===== config.mk =====
export PLATFORM = sky130hd
export DESIGN_NAME = serial_bit_engine_flat
export DESIGN_NICKNAME = d
export VERILOG_FILES = /design/src/rtl/serial_bit_engine_if.sv /design/src/rtl/serial_bit_engine.sv /design/src/flat_wrapper.sv
export SDC_FILE = /design/constraint.sdc
export NUM_CORES = 1
export LEC_CHECK = 0
export ABC_AREA = 1
export CORE_ASPECT_RATIO = 0.8
export CORE_MARGIN = 4
export CORE_UTILIZATION = 49
export CTS_CLUSTER_DIAMETER = 50
export DETAILED_ROUTE_END_ITERATION = 16
export GPL_TIMING_DRIVEN = 0
export PLACE_DENSITY = 0.81
export SLEW_MARGIN = 15
export SYNTH_ARGS = -nofsm -noshare
export SYNTH_HDL_FRONTEND = slang
export SYNTH_SLANG_ARGS = --single-unit

===== constraint.sdc =====
create_clock -name clk -period 1.8 [get_ports clk]
set_clock_uncertainty 0.2 [all_clocks]
set_input_delay 0.36 -clock clk [delete_from_list [all_inputs] [get_ports clk]]
set_output_delay 0.36 -clock clk [all_outputs]
set_load 0.01 [all_outputs]

===== src/rtl/serial_bit_engine_if.sv =====
`default_nettype none
// ============================================================================
// Module      : serial_bit_engine_if
// Description : Handshake and data bundle for serial_bit_engine.
//               master : drives start/op/a/b, observes busy/done/result
//               slave  : the engine side
//   start  - request to begin an operation (honoured only when idle)
//   op     - 0 = Hamming distance of a and b, 1 = two's complement of a
//   a, b   - WIDTH-bit operands
//   busy   - high while bits are being processed
//   done   - one-cycle completion pulse
//   result - result of the last completed operation
// Revision    : 1.0 - initial release
// ============================================================================
interface serial_bit_engine_if #(
   parameter int WIDTH = 8
);
   logic             start;
   logic             op;
   logic [WIDTH-1:0] a;
   logic [WIDTH-1:0] b;
   logic             busy;
   logic             done;
   logic [WIDTH-1:0] result;

   modport master (
      output start, op, a, b,
      input  busy, done, result
   );

   modport slave (
      input  start, op, a, b,
      output busy, done, result
   );
endinterface
`default_nettype wire


===== src/rtl/serial_bit_engine.sv =====
`default_nettype none
// ============================================================================
// Module      : serial_bit_engine
// Description : Bit-serial engine processing one operand bit per cycle, LSB
//               first, for WIDTH cycles. op=0 counts differing bits of a and
//               b (Hamming distance); op=1 forms the two's complement of a.
// Ports       : clk   - rising-edge clock
//               rst_n - asynchronous active-low reset
//               sif   - serial_bit_engine_if slave modport
//                       (start, op, a, b in; busy, done, result out)
// Revision    : 1.0 - initial release
// ============================================================================
module serial_bit_engine #(
   parameter int WIDTH = 8
) (
   input  logic                 clk,
   input  logic                 rst_n,
   serial_bit_engine_if.slave   sif
);

   localparam int             IDX_W    = (WIDTH > 1) ? $clog2(WIDTH) : 1;
   localparam logic [IDX_W-1:0] LAST_IDX = IDX_W'(WIDTH - 1);

   typedef enum logic [1:0] {
      S_IDLE = 2'd0,
      S_RUN  = 2'd1,
      S_DONE = 2'd2
   } state_t;

   state_t           state_q,  state_d;
   logic [IDX_W-1:0] idx_q,    idx_d;
   logic [WIDTH-1:0] a_q,      a_d;
   logic [WIDTH-1:0] b_q,      b_d;
   logic             op_q,     op_d;
   logic             carry_q,  carry_d;
   logic [WIDTH-1:0] work_q,   work_d;
   logic [WIDTH-1:0] result_q, result_d;

   // Per-bit datapath. Operands are shifted right each RUN cycle, so bit 0
   // of the captured registers is always the bit currently being processed.
   logic             diff_bit;
   logic             neg_bit;
   logic             neg_carry;
   logic [WIDTH-1:0] work_next;

   always_comb begin
      diff_bit  = a_q[0] ^ b_q[0];
      neg_bit   = ~a_q[0] ^ carry_q;
      neg_carry = ~a_q[0] & carry_q;

      // work_q doubles as the difference counter (op=0) and as the result
      // being assembled bit by bit at position idx_q (op=1).
      work_next = work_q;
      if (op_q) begin
         work_next[idx_q] = neg_bit;
      end else begin
         work_next = work_q + WIDTH'(diff_bit);
      end
   end

   always_comb begin
      state_d  = state_q;
      idx_d    = idx_q;
      a_d      = a_q;
      b_d      = b_q;
      op_d     = op_q;
      carry_d  = carry_q;
      work_d   = work_q;
      result_d = result_q;

      case (state_q)
         S_IDLE: begin
            if (sif.start) begin
               a_d     = sif.a;
               b_d     = sif.b;
               op_d    = sif.op;
               idx_d   = '0;
               carry_d = 1'b1;
               work_d  = '0;
               state_d = S_RUN;
            end
         end
         S_RUN: begin
            a_d     = a_q >> 1;
            b_d     = b_q >> 1;
            carry_d = neg_carry;
            work_d  = work_next;
            idx_d   = idx_q + IDX_W'(1);
            if (idx_q == LAST_IDX) begin
               // Only the completing edge publishes; the final carry-out
               // is simply dropped.
               result_d = work_next;
               idx_d    = '0;
               state_d  = S_DONE;
            end
         end
         S_DONE: begin
            state_d = S_IDLE;
         end
         default: begin
            state_d = S_IDLE;
         end
      endcase
   end

   always_ff @(posedge clk or negedge rst_n) begin
      if (!rst_n) begin
         state_q  <= S_IDLE;
         idx_q    <= '0;
         a_q      <= '0;
         b_q      <= '0;
         op_q     <= 1'b0;
         carry_q  <= 1'b0;
         work_q   <= '0;
         result_q <= '0;
      end else begin
         state_q  <= state_d;
         idx_q    <= idx_d;
         a_q      <= a_d;
         b_q      <= b_d;
         op_q     <= op_d;
         carry_q  <= carry_d;
         work_q   <= work_d;
         result_q <= result_d;
      end
   end

   // Status decoded straight from the state register so reset clears it
   // without waiting for a clock edge.
   assign sif.busy   = (state_q == S_RUN);
   assign sif.done   = (state_q == S_DONE);
   assign sif.result = result_q;

endmodule
`default_nettype wire


===== src/flat_wrapper.sv =====
// flat-port wrapper written by rule: the top's interface ports become plain ports
module serial_bit_engine_flat 
#(
   parameter int WIDTH = 8
)
  (clk, rst_n, sif_start, sif_op, sif_a, sif_b, sif_busy, sif_done, sif_result);
  serial_bit_engine_if #(.WIDTH(WIDTH)) sif_i ();
  input  logic clk;
  input  logic rst_n;
  input wire logic [$bits(sif_i.start)-1:0] sif_start;
  input wire logic [$bits(sif_i.op)-1:0] sif_op;
  input wire logic [$bits(sif_i.a)-1:0] sif_a;
  input wire logic [$bits(sif_i.b)-1:0] sif_b;
  output wire logic [$bits(sif_i.busy)-1:0] sif_busy;
  output wire logic [$bits(sif_i.done)-1:0] sif_done;
  output wire logic [$bits(sif_i.result)-1:0] sif_result;
  assign sif_i.start = sif_start;
  assign sif_i.op = sif_op;
  assign sif_i.a = sif_a;
  assign sif_i.b = sif_b;
  assign sif_busy = sif_i.busy;
  assign sif_done = sif_i.done;
  assign sif_result = sif_i.result;
  serial_bit_engine #(.WIDTH(WIDTH)) u_core (.clk(clk), .rst_n(rst_n), .sif(sif_i));
endmodule

# Word level (Yosys, flattened, before mapping)
# Index checks and enable logic that the tools add are counted.
classes:
  n_addsub: 2
  magnitude_cmp: 2
  n_eq_ne: 5
  mux: 18
  n_bitwise: 4
  reduce_logical: 7
op_table:
  columns: ["cell", "n"]
  rows:
  - ["case mux 8 bit (2 select lines)", 3]
  - ["two-way mux 8 bit", 4]
  - ["adder 8 x 1 -> 8 bit", 1]
  - ["bitwise mux 8 bit", 1]
  - ["AND reduction 2 bit", 4]
  - ["two-way mux 3 bit", 2]
  - ["case mux 3 bit (2 select lines)", 1]
  - ["less-than comparator 3 x 4 -> 1 bit, second input constant", 1]
  - ["two-way mux 2 bit", 2]
  - ["case mux 2 bit (2 select lines)", 1]
  - ["adder 3 x 1 -> 3 bit, second input constant", 1]
  - ["demux 1 bit (select 3 bit)", 1]
  - ["equality test 3 bit, second input constant", 1]
  - [">= comparator 3 x 1 -> 1 bit, second input constant", 1]
  - ["equality test 2 x 1 -> 1 bit, second input constant", 1]
  - ["equality test 2 bit, second input constant", 1]
  - ["logical NOT 2 bit", 1]
  - ["two-way mux 1 bit", 2]
  - ["inequality test 2 x 1 -> 1 bit, second input constant", 1]
  - ["inequality test 2 bit, second input constant", 1]
  - ["case mux 1 bit (2 select lines)", 1]
  - ["nonzero test 2 bit", 1]
  - ["XOR 1 bit", 2]
  - ["bitwise AND 1 bit", 1]
  - ["other kinds (2)", 2]
totals:
  register_bits: 39
  inputBits: 20
  output_inout_bits: 10
  word_cells: 46

# Longest topological paths before layout
# Gate-level depths: netlist of run 1.
depth:
  ltp_word: 7
  ltp_mapped: 10
  mapped_depth_nobuf: 10

# Worst setup path before layout of run 1
# No wires, ideal clock.
synth_path:
  kind: "flip-flop to flip-flop"
  from: "register u_core.b_q[0]"
  to: "register u_core.work_q[4]"
  arrival_time_ns: 1.391
  required_time_ns: 1.483
  setup_slack_ns: 0.093
  stages_incl_launch_ff: 10
  path_buffers: 0
  period_less_slack_ns: 1.707
  path_cell_list: "dfrtp_1 xor2_1 ha_1 ha_1 nand3_1 nand2_1 o211ai_1 o21ai_1 nand2_1 nand2_1"
synth_between:
  elab_chain_cells: 4
synth_rtl:
  columns: ["element", "line", "source"]
  rows:
  - ["start: declaration", "serial_bit_engine.sv:33", "logic [WIDTH-1:0] b_q, b_d;"]
  - ["start signal: assignment", "serial_bit_engine.sv:111", "b_q <= '0;"]
  - ["start signal: assignment", "serial_bit_engine.sv:120", "b_q <= b_d;"]
  - ["XOR 1 bit", "serial_bit_engine.sv:47", "diff_bit = a_q[0] ^ b_q[0];"]
  - ["adder 8 x 1 -> 8 bit", "serial_bit_engine.sv:57", "work_next = work_q + WIDTH'(diff_bit);"]
  - ["two-way mux 8 bit", "serial_bit_engine.sv:54", "if (op_q) begin"]
  - ["case mux 8 bit (2 select lines)", "serial_bit_engine.sv:71", "case (state_q)"]
  - ["end signal: assignment", "serial_bit_engine.sv:123", "work_q <= work_d;"]
  - ["end: declaration", "serial_bit_engine.sv:36", "logic [WIDTH-1:0] work_q, work_d;"]
# Every way passes these cells.
# A chain may end at the register's enable or synchronous reset.

# Worst setup path after layout of run 1
layout_path:
  from: "register u_core.b_q[0]"
  to: "register u_core.result_q[7], in the netlist u_core.sif.result[7]"
layout_between:
  elab_chain_cells: 3
layout_rtl:
  columns: ["element", "line", "source"]
  rows:
  - ["XOR 1 bit", "serial_bit_engine.sv:47", null]
  - ["adder 8 x 1 -> 8 bit", "serial_bit_engine.sv:57", null]
  - ["two-way mux 8 bit", "serial_bit_engine.sv:54", null]
  - ["end signal: assignment", "serial_bit_engine.sv:124", "result_q <= result_d;"]
  - ["end: declaration", "serial_bit_engine.sv:37", "logic [WIDTH-1:0] result_q, result_d;"]
# Every way passes these cells.

==> results by group, run 1 <==
Power
  – Pwr Density: 1814 nW/um^2
  – Static leakage: around 1.4 nW
  – Maximum VDD drop: about 1200 uV

Critical path
  – Crit. End Element: register
  – Cell Chain, Critical Path: xor2_2, ha_2, buf_6, nand2_4, nor2_4, nand2_1, nand2_1, nand3_2, nand2_2, nand2_1, nand2_1
  – Worst Path Required: roughly 1.8 ns
  – Slowest stage cell, crit path: dfrtp_1
  – Critical path class: reg -> reg
  – CP max stage delay: between 0.4 and 0.5 ns
  – Critical path's most frequent cell: nand2_1
  – Arr. time, crit path: 1.93 ns
  – Crit-path max FO: 3
  – Startpoint Class: register

STA
  – Worst slew margin: between 70 and 80%
  – RSZ-0062 raised after global routing: true
  – Tmin final: 1.896 ns
  – Slew Viols, Final: 0
  – Worst-Margin Slew: roughly 0.44 ns
  – Setup ws final: -0.09650 ns
  – Endpoints failing setup: 10
  – Final period utilization: 105.4%
  – Final hold vios: 0
  – F_max: approximately 0.53 GHz

Detailed routing
  – DRT iter0 DRCs: 160
  – DR vias: approximately 1900
  – Residual DRC: 0
  – Post-DR vias/cell: ~5.2
  – Final ANT Viol Nets: 0
  – Total Routed Length: ~5.2 mm
  – 1st-pass router iterations: 4
  – Routed WL per cell: between 10 and 15 um

Synthesis
  – Ys Warns: 0
  – Synth unique cells: 24
  – Mapped Area: slightly above 2000 sq um
  – FF+latch count, synth: 39
  – Syn avg cell area: 7.637 sq um
  – Cells after Synth: 270
  – Sequential fraction of the synthesis area: ~47%
  – Post-Syn Nets: approximately 300

Layout
  – Most common cell after layout, fill and taps aside: nand2_1
  – Fraction of layout cells with a size suffix above 1: 17.14%
  – Most frequent cells in the layout: nand2_1 (109), dfrtp_1 (38), clkdlybuf4s50_1 (22), inv_1 (16), nand3_1 (16)
  – Util after Layout: between 60% and 70%
  – Final Net Count: ~340
  – Fin cells: between 300 and 400
  – Area Growth Syn to Fin: 31.98%
  – Ant. Diodes: 0

Floorplan
  – DIE AREA: 5316 sq um
  – IO Pins: 30
  – Row count: 20
  – DIE HEIGHT: between 60 and 70 um
  – Initial core utilization: a little over half
  – Core area: slightly below 4000 sq um
  – Die W: 80.53 um

Run status
  – Status: complete, but fails checks
  – Failing checks: negative setup slack

Clocking
  – CTS tree: built
  – Clock transition at path regs: 0.08 ns
  – H-tree Lvls: 2
  – Clock Path Buffers: 2
  – Clock Latency Late Sink: 0.29 ns
  – CTS sink count: 39
  – Root buffer cell: clkbuf_8
  – Cts bufs inserted: 5

GRT
  – Pin count of the biggest net entering global routing: 24
  – Grt met3 use: between 3 and 4%
  – GR peak layer: met2
  – GRT overflow: 0
  – GRT Util Overall: around a fifth
  – Met2 Usage GRT: approximately a third
  – Vias in the first global route: 1863
  – Wire length of the first global-routing pass: 8.452 mm
  – Initial antenna violation count: 0
  – Global routing met1 resource utilization: around 30%

Place
  – Inst Count DP: 355
  – GP Congestion: around 0.86
  – DP HPWL: 3.429 mm
  – Input/output buffers: 29

Worst hold path
  – Worst min path class: reg -> reg

Flow run
  – Total of max-cap violations: 0
==> final cells by class <==
type	instances	area (sq um)
Clock inverter	3	67.56
Timing Repair Buffer	37	375.4
Sequential cell	39	977.2
Buffer	9	58.81
Tap cell	55	68.82
Fill cell	307	1207
Inverter	22	88.84
Multi-Input combinational cell	200	1016
Clock buffer	5	68.82
==> sequential cells by signal (all words and copies together) (netlist names) <==
signal,cells
u_core.a_q,8
u_core.b_q,8
u_core.sif.result,8
u_core.work_q,8
u_core.idx_q,3
u_core.state_q,2
u_core.carry_q,1
u_core.op_q,1
==> critical path, delay by kind of cell, from the launching register on <==
kind / cells / cell delay [ns]
adders and majority gates: 1 / 0.25
buffers and inverters: 1 / 0.12
and+or+nand+nor: 8 / 0.63
DFF: 1 / 0.42
xor gates and xnor gates: 1 / 0.22
==> per-stage QoR <==
stage | area [sq um] | setup WS [ns] | setup TNS, ns | power (mW) | hold WS [ns]
6_report | 2721 | -0.09650 | -0.6509 | 4.936 | 0.2885
5_1_grt | 2721 | -0.1782 | -1.668 | 5.342 | 0.3152
4_1_cts | 2631 | -0.06236 | -0.3006 | 4.791 | 0.2896
3_5_place_dp | 2444 | -0.1997 | -0.8555 | 3.801 | 0.1255
3_3_place_gp | 2421 | -0.7872 | -31.31 | 3.721 | 0.2629
2_1_floorplan | 2062 | 0.09272 | 0 | 3.080 | -0.1356
==> where the power goes <==
group	total [mW]	switching, mW	leakage (nW)	internal (mW)
sequential	1.58	0.297	0.486	1.28
combinational	2.48	1.50	0.813	0.976
clock	0.879	0.326	0.0644	0.553
==> final timing paths <==
kind / start / endpoint / slack [ns] / cells past startpoint
worst max-delay path: u_core.b_q[0] / u_core.sif.result[7] / -0.1 / 11
worst min-delay path: u_core.sif.result[5] / u_core.sif.result[5] / 0.29 / 2
worst max register to register: u_core.b_q[0] / u_core.sif.result[7] / -0.1 / 11
worst min register to register: u_core.sif.result[5] / u_core.sif.result[5] / 0.29 / 2
max in group asynchronous: rst_n / u_core.idx_q[1] / 0.60 / 3
min in group asynchronous: rst_n / u_core.a_q[6] / 0.33 / 2
==> cell usage after synthesis <==
library cell | n | area, sq um
o21bai_1 | 2 | 15.01
nand2_2 | 1 | 6.260
buf_6 | 1 | 11.26
nor2_2 | 2 | 12.51
o22a_1 | 1 | 8.760
xor2_1 | 1 | 8.760
nand2_1 | 113 | 424.2
ha_1 | 5 | 62.56
inv_2 | 4 | 15.01
buf_2 | 6 | 30.03
buf_4 | 3 | 22.52
o21ai_1 | 5 | 25.02
a211oi_2 | 4 | 50.05
a21oi_1 | 3 | 15.01
inv_1 | 18 | 67.56
o211ai_1 | 1 | 7.510
nor2_1 | 15 | 56.30
nor2_4 | 1 | 11.26
dfrtp_1 | 39 | 975.9
a211oi_1 | 4 | 30.03
nand3_1 | 19 | 95.09
nand4_1 | 1 | 6.260
nor3_1 | 8 | 40.04
o21ai_0 | 13 | 65.06
==> cells by family after synthesis <==
group | count (synthesis) | synth area share [%]
fa+ha+maj | 5 | 3.034
xor+xnor | 1 | 0.4248
buf+inv | 32 | 7.099
flops | 39 | 47.33
compound gates | 33 | 10.50
simple gates | 160 | 31.61
==> routing by layer <==
| layer | wire [um] | vias up |
|---|---|---|
| li1 | - | 947 |
| met1 | 2490 | 903 |
| met2 | 2436 | 62 |
| met3 | 252 | 7 |
| met4 | 57 | 0 |
| met5 | 0 | - |
==> timing repair <==
item | in CTS | in global routing
hold endpoints to repair | 16 | 0
pin swaps | 3 | 6
setup buffers | 2 | 4
gates resized for setup | 13 | 18
setup endpoints to repair | 11 | 19
cloned | 0 | 1
hold buffers | 1 | 0
(Power assumes the default switching activity.)
==> run 2: changes to the inputs <==
Settings changed: CORE_UTILIZATION 49 to 50, PLACE_DENSITY 0.81 to 0.79.
Clock period 1.8 ns to 2.45 ns, I/O delays scaled along.
==> results by group, run 2 (synthesis results as in run 1) <==
Run status
  – Status: finished, final reports clean (was complete, but fails checks)

Floorplan
  – Die W: 79.80 um (was 80.53 um)
  – Row count: 20 (unchanged)
  – DIE HEIGHT: 65.44 um (was 66.02 um)
  – Core area: 3879 sq um (was 3929 sq um)
  – DIE AREA: 5222 sq um (was 5316 sq um)
  – IO Pins: 30 (unchanged)
  – Initial core utilization: 53.16% (was 52.48%)

Clocking
  – Post-CTS setup buffer count: 0 (was 2)
  – Clock transition at path regs: 0.07 ns (was 0.08 ns)
  – CTS sink count: 39 (unchanged)
  – Cts bufs inserted: 5 (unchanged)
  – H-tree Lvls: 2 (unchanged)
  – Clock Latency Late Sink: 0.29 ns (about the same)
  – Clock Path Buffers: 2 (unchanged)
  – Root buffer cell: clkbuf_8 (unchanged)
  – CTS tree: built (unchanged)

Critical path
  – Crit path capture: sif_busy (was u_core.sif.result[7])
  – Worst Path Required: 1.76 ns (was 1.83 ns)
  – FF-to-FF End: u_core.sif.result[4] (was u_core.sif.result[7])
  – Crit path launch: u_core.state_q[1] (was u_core.b_q[0])
  – Startpoint Class: register (unchanged)
  – Arr. time, crit path: 1.62 ns (was 1.93 ns)
  – Reg2Reg Depth: 9 (was 11)
  – Crit-path max FO: 11 (was 3)
  – Critical path class: reg -> out (was reg -> reg)
  – Start of the worst register-to-register path: u_core.b_q[0] (unchanged)
  – Setup slack, reg-to-reg: 0.45 ns (was -0.1 ns)
  – Crit. End Element: primary output (was register)

GRT
  – GR peak layer: met2 (unchanged)
  – Pin count of the biggest net entering global routing: 22 (was 24)
  – GRT Util Overall: 20.07% (was 20.66%)
  – Vias in the first global route: 1838 (was 1863)
  – Wire length of the first global-routing pass: 8.142 mm (was 8.452 mm)
  – Met2 Usage GRT: 29.69% (was 31.61%)
  – Global routing met1 resource utilization: 29.10% (was 29.71%)
  – Grt met3 use: 4.247% (was 3.815%)
  – Initial antenna violation count: 0 (unchanged)
  – GRT overflow: 0 (unchanged)

Place
  – Input/output buffers: 29 (unchanged)
  – Post-Place Cell Area: 2444 sq um (unchanged)
  – DP HPWL: 3.376 mm (was 3.429 mm)
  – GP Congestion: 0.9007 (was 0.8567)

Detailed routing
  – DR vias: 1844 (was 1919)
  – Residual DRC: 0 (unchanged)
  – Routed WL per cell: 12.85 um (was 14.15 um)
  – DRT iter0 DRCs: 225 (was 160)
  – 1st-pass router iterations: 4 (unchanged)
  – Post-DR vias/cell: 5.094 (was 5.186)
  – Total Routed Length: 4.652 mm (was 5.237 mm)
  – Final ANT Viol Nets: 0 (unchanged)

STA
  – Worst slew margin: 66.18% (was 70.59%)
  – Post-Route Setup TNS: 0 ns (was -0.6509 ns)
  – Final hold vios: 0 (unchanged)
  – Tmin final: 2.312 ns
  – F_max: between 0.4 and 0.5 GHz
  – Hold Slack: 0.2819 ns (was 0.2885 ns)
  – Worst-Margin Slew: 0.5073 ns (was 0.4412 ns)
  – Final period utilization: about 94%
  – Endpoints failing setup: 0 (was 10)
  – Slew Viols, Final: 0 (unchanged)
  – RSZ-0062 raised after global routing: false (was true)

Power
  – Pwr Density: 1298 nW/um^2 (was 1814 nW/um^2)
  – Static leakage: 1.252 nW (was 1.364 nW)
  – Power, Total: 3.315 mW (was 4.936 mW)
  – Maximum VDD drop: 820.1 uV (was 1170 uV)

Worst hold path
  – Worst Hold Launch: u_core.sif.result[7] (was u_core.sif.result[5])
  – Worst min path class: reg -> reg (unchanged)

Layout
  – Area Growth Syn to Fin: 23.85% (was 31.98%)
  – Fraction of layout cells with a size suffix above 1: 9.446% (was 17.14%)
  – Most common cell after layout, fill and taps aside: nand2_1 (unchanged)
  – Multi-input gate area: 939.7 sq um (was 1016 sq um)
  – Final non-filler cell area: 2554 sq um (was 2721 sq um)
  – Most frequent cells in the layout: nand2_1 (113), dfrtp_1 (39), clkdlybuf4s50_1 (28), nand3_1 (19), inv_1 (18) (was nand2_1 (109), dfrtp_1 (38), clkdlybuf4s50_1 (22), inv_1 (16), nand3_1 (16))
  – Final Net Count: 332 (was 339)
  – Filler instances: 351 (was 307)
  – Flip-flop and latch area: 975.9 sq um (was 977.2 sq um)
  – Ant. Diodes: 0 (unchanged)

Flow run
  – Total of max-cap violations: 0 (unchanged)
run 2: cell count changes in the layout (fill, tap and decap cells not counted), sizes merged:
cell	previous run	this run
clkinvlp	2	0
dlygate4sd2	1	0
dlymetal6s2s	4	0
nor2	19	18
inv	21	22
clkdlybuf4s50	22	28
buf	17	11
bufinv	2	1
run 2: worst min path at each step:
stage | end | cells after the start
5_1_grt | u_core.a_q[1] | 2
3_5_place_dp | u_core.sif.result[3] | 2
4_1_cts | u_core.a_q[1] | 2
3_3_place_gp | u_core.b_q[7] | 2
6_report | u_core.sif.result[7] | 2
2_1_floorplan | u_core.a_q[0] | 0
run 2: report_power, final:
part / switching, mW / total, mW / internal (mW)
registers: 0.196 / 1.14 / 0.940
clock network: 0.216 / 0.515 / 0.298
logic: 1.01 / 1.66 / 0.655
run 2: final cells by class:
cell class / instances / area share (%)
inverters: 22 / 3.332
clock inverters: 1 / 1.176
plain buffers: 9 / 2.303
multi-input cells: 199 / 36.80
repair buffers: 31 / 12.64
flip-flops and latches: 39 / 38.22
clock buffers: 6 / 2.842
well taps: 55 / 2.695
run 2: stage by stage:
| step | worst slack (ns) | utilization (%) | instances |
|---|---|---|---|
| 2_1_floorplan | 0.7427 | - | 270 |
| 3_3_place_gp | -0.2308 | 62.42 | 354 |
| 3_5_place_dp | 0.3141 | 63.00 | 355 |
| 4_1_cts | 0.05671 | 65.77 | 362 |
| 5_1_grt | 0.03811 | 65.84 | 362 |
| 6_report | 0.1385 | 65.84 | 362 |
run 2: repair_timing:
item                                   CTS  global route
setup endpoints to repair                1             1
hold buffers                             1             0
resized for setup                        0             1
endpoints found under the hold margin   20             0
run 2: worst max-delay path, stage by stage, from the launching register on:
cell and delay, ns:
dfrtp_1 0.40, inv_1 0.10, nand2_2 0.13, inv_4 0.15, clkdlybuf4s50_1 0.55
run 2: per-layer routing:
layer	wire length (um)	share of wire [%]
met5	0	0
met2	1996	43
met4	51	1.1
met3	277	6.0
met1	2327	50
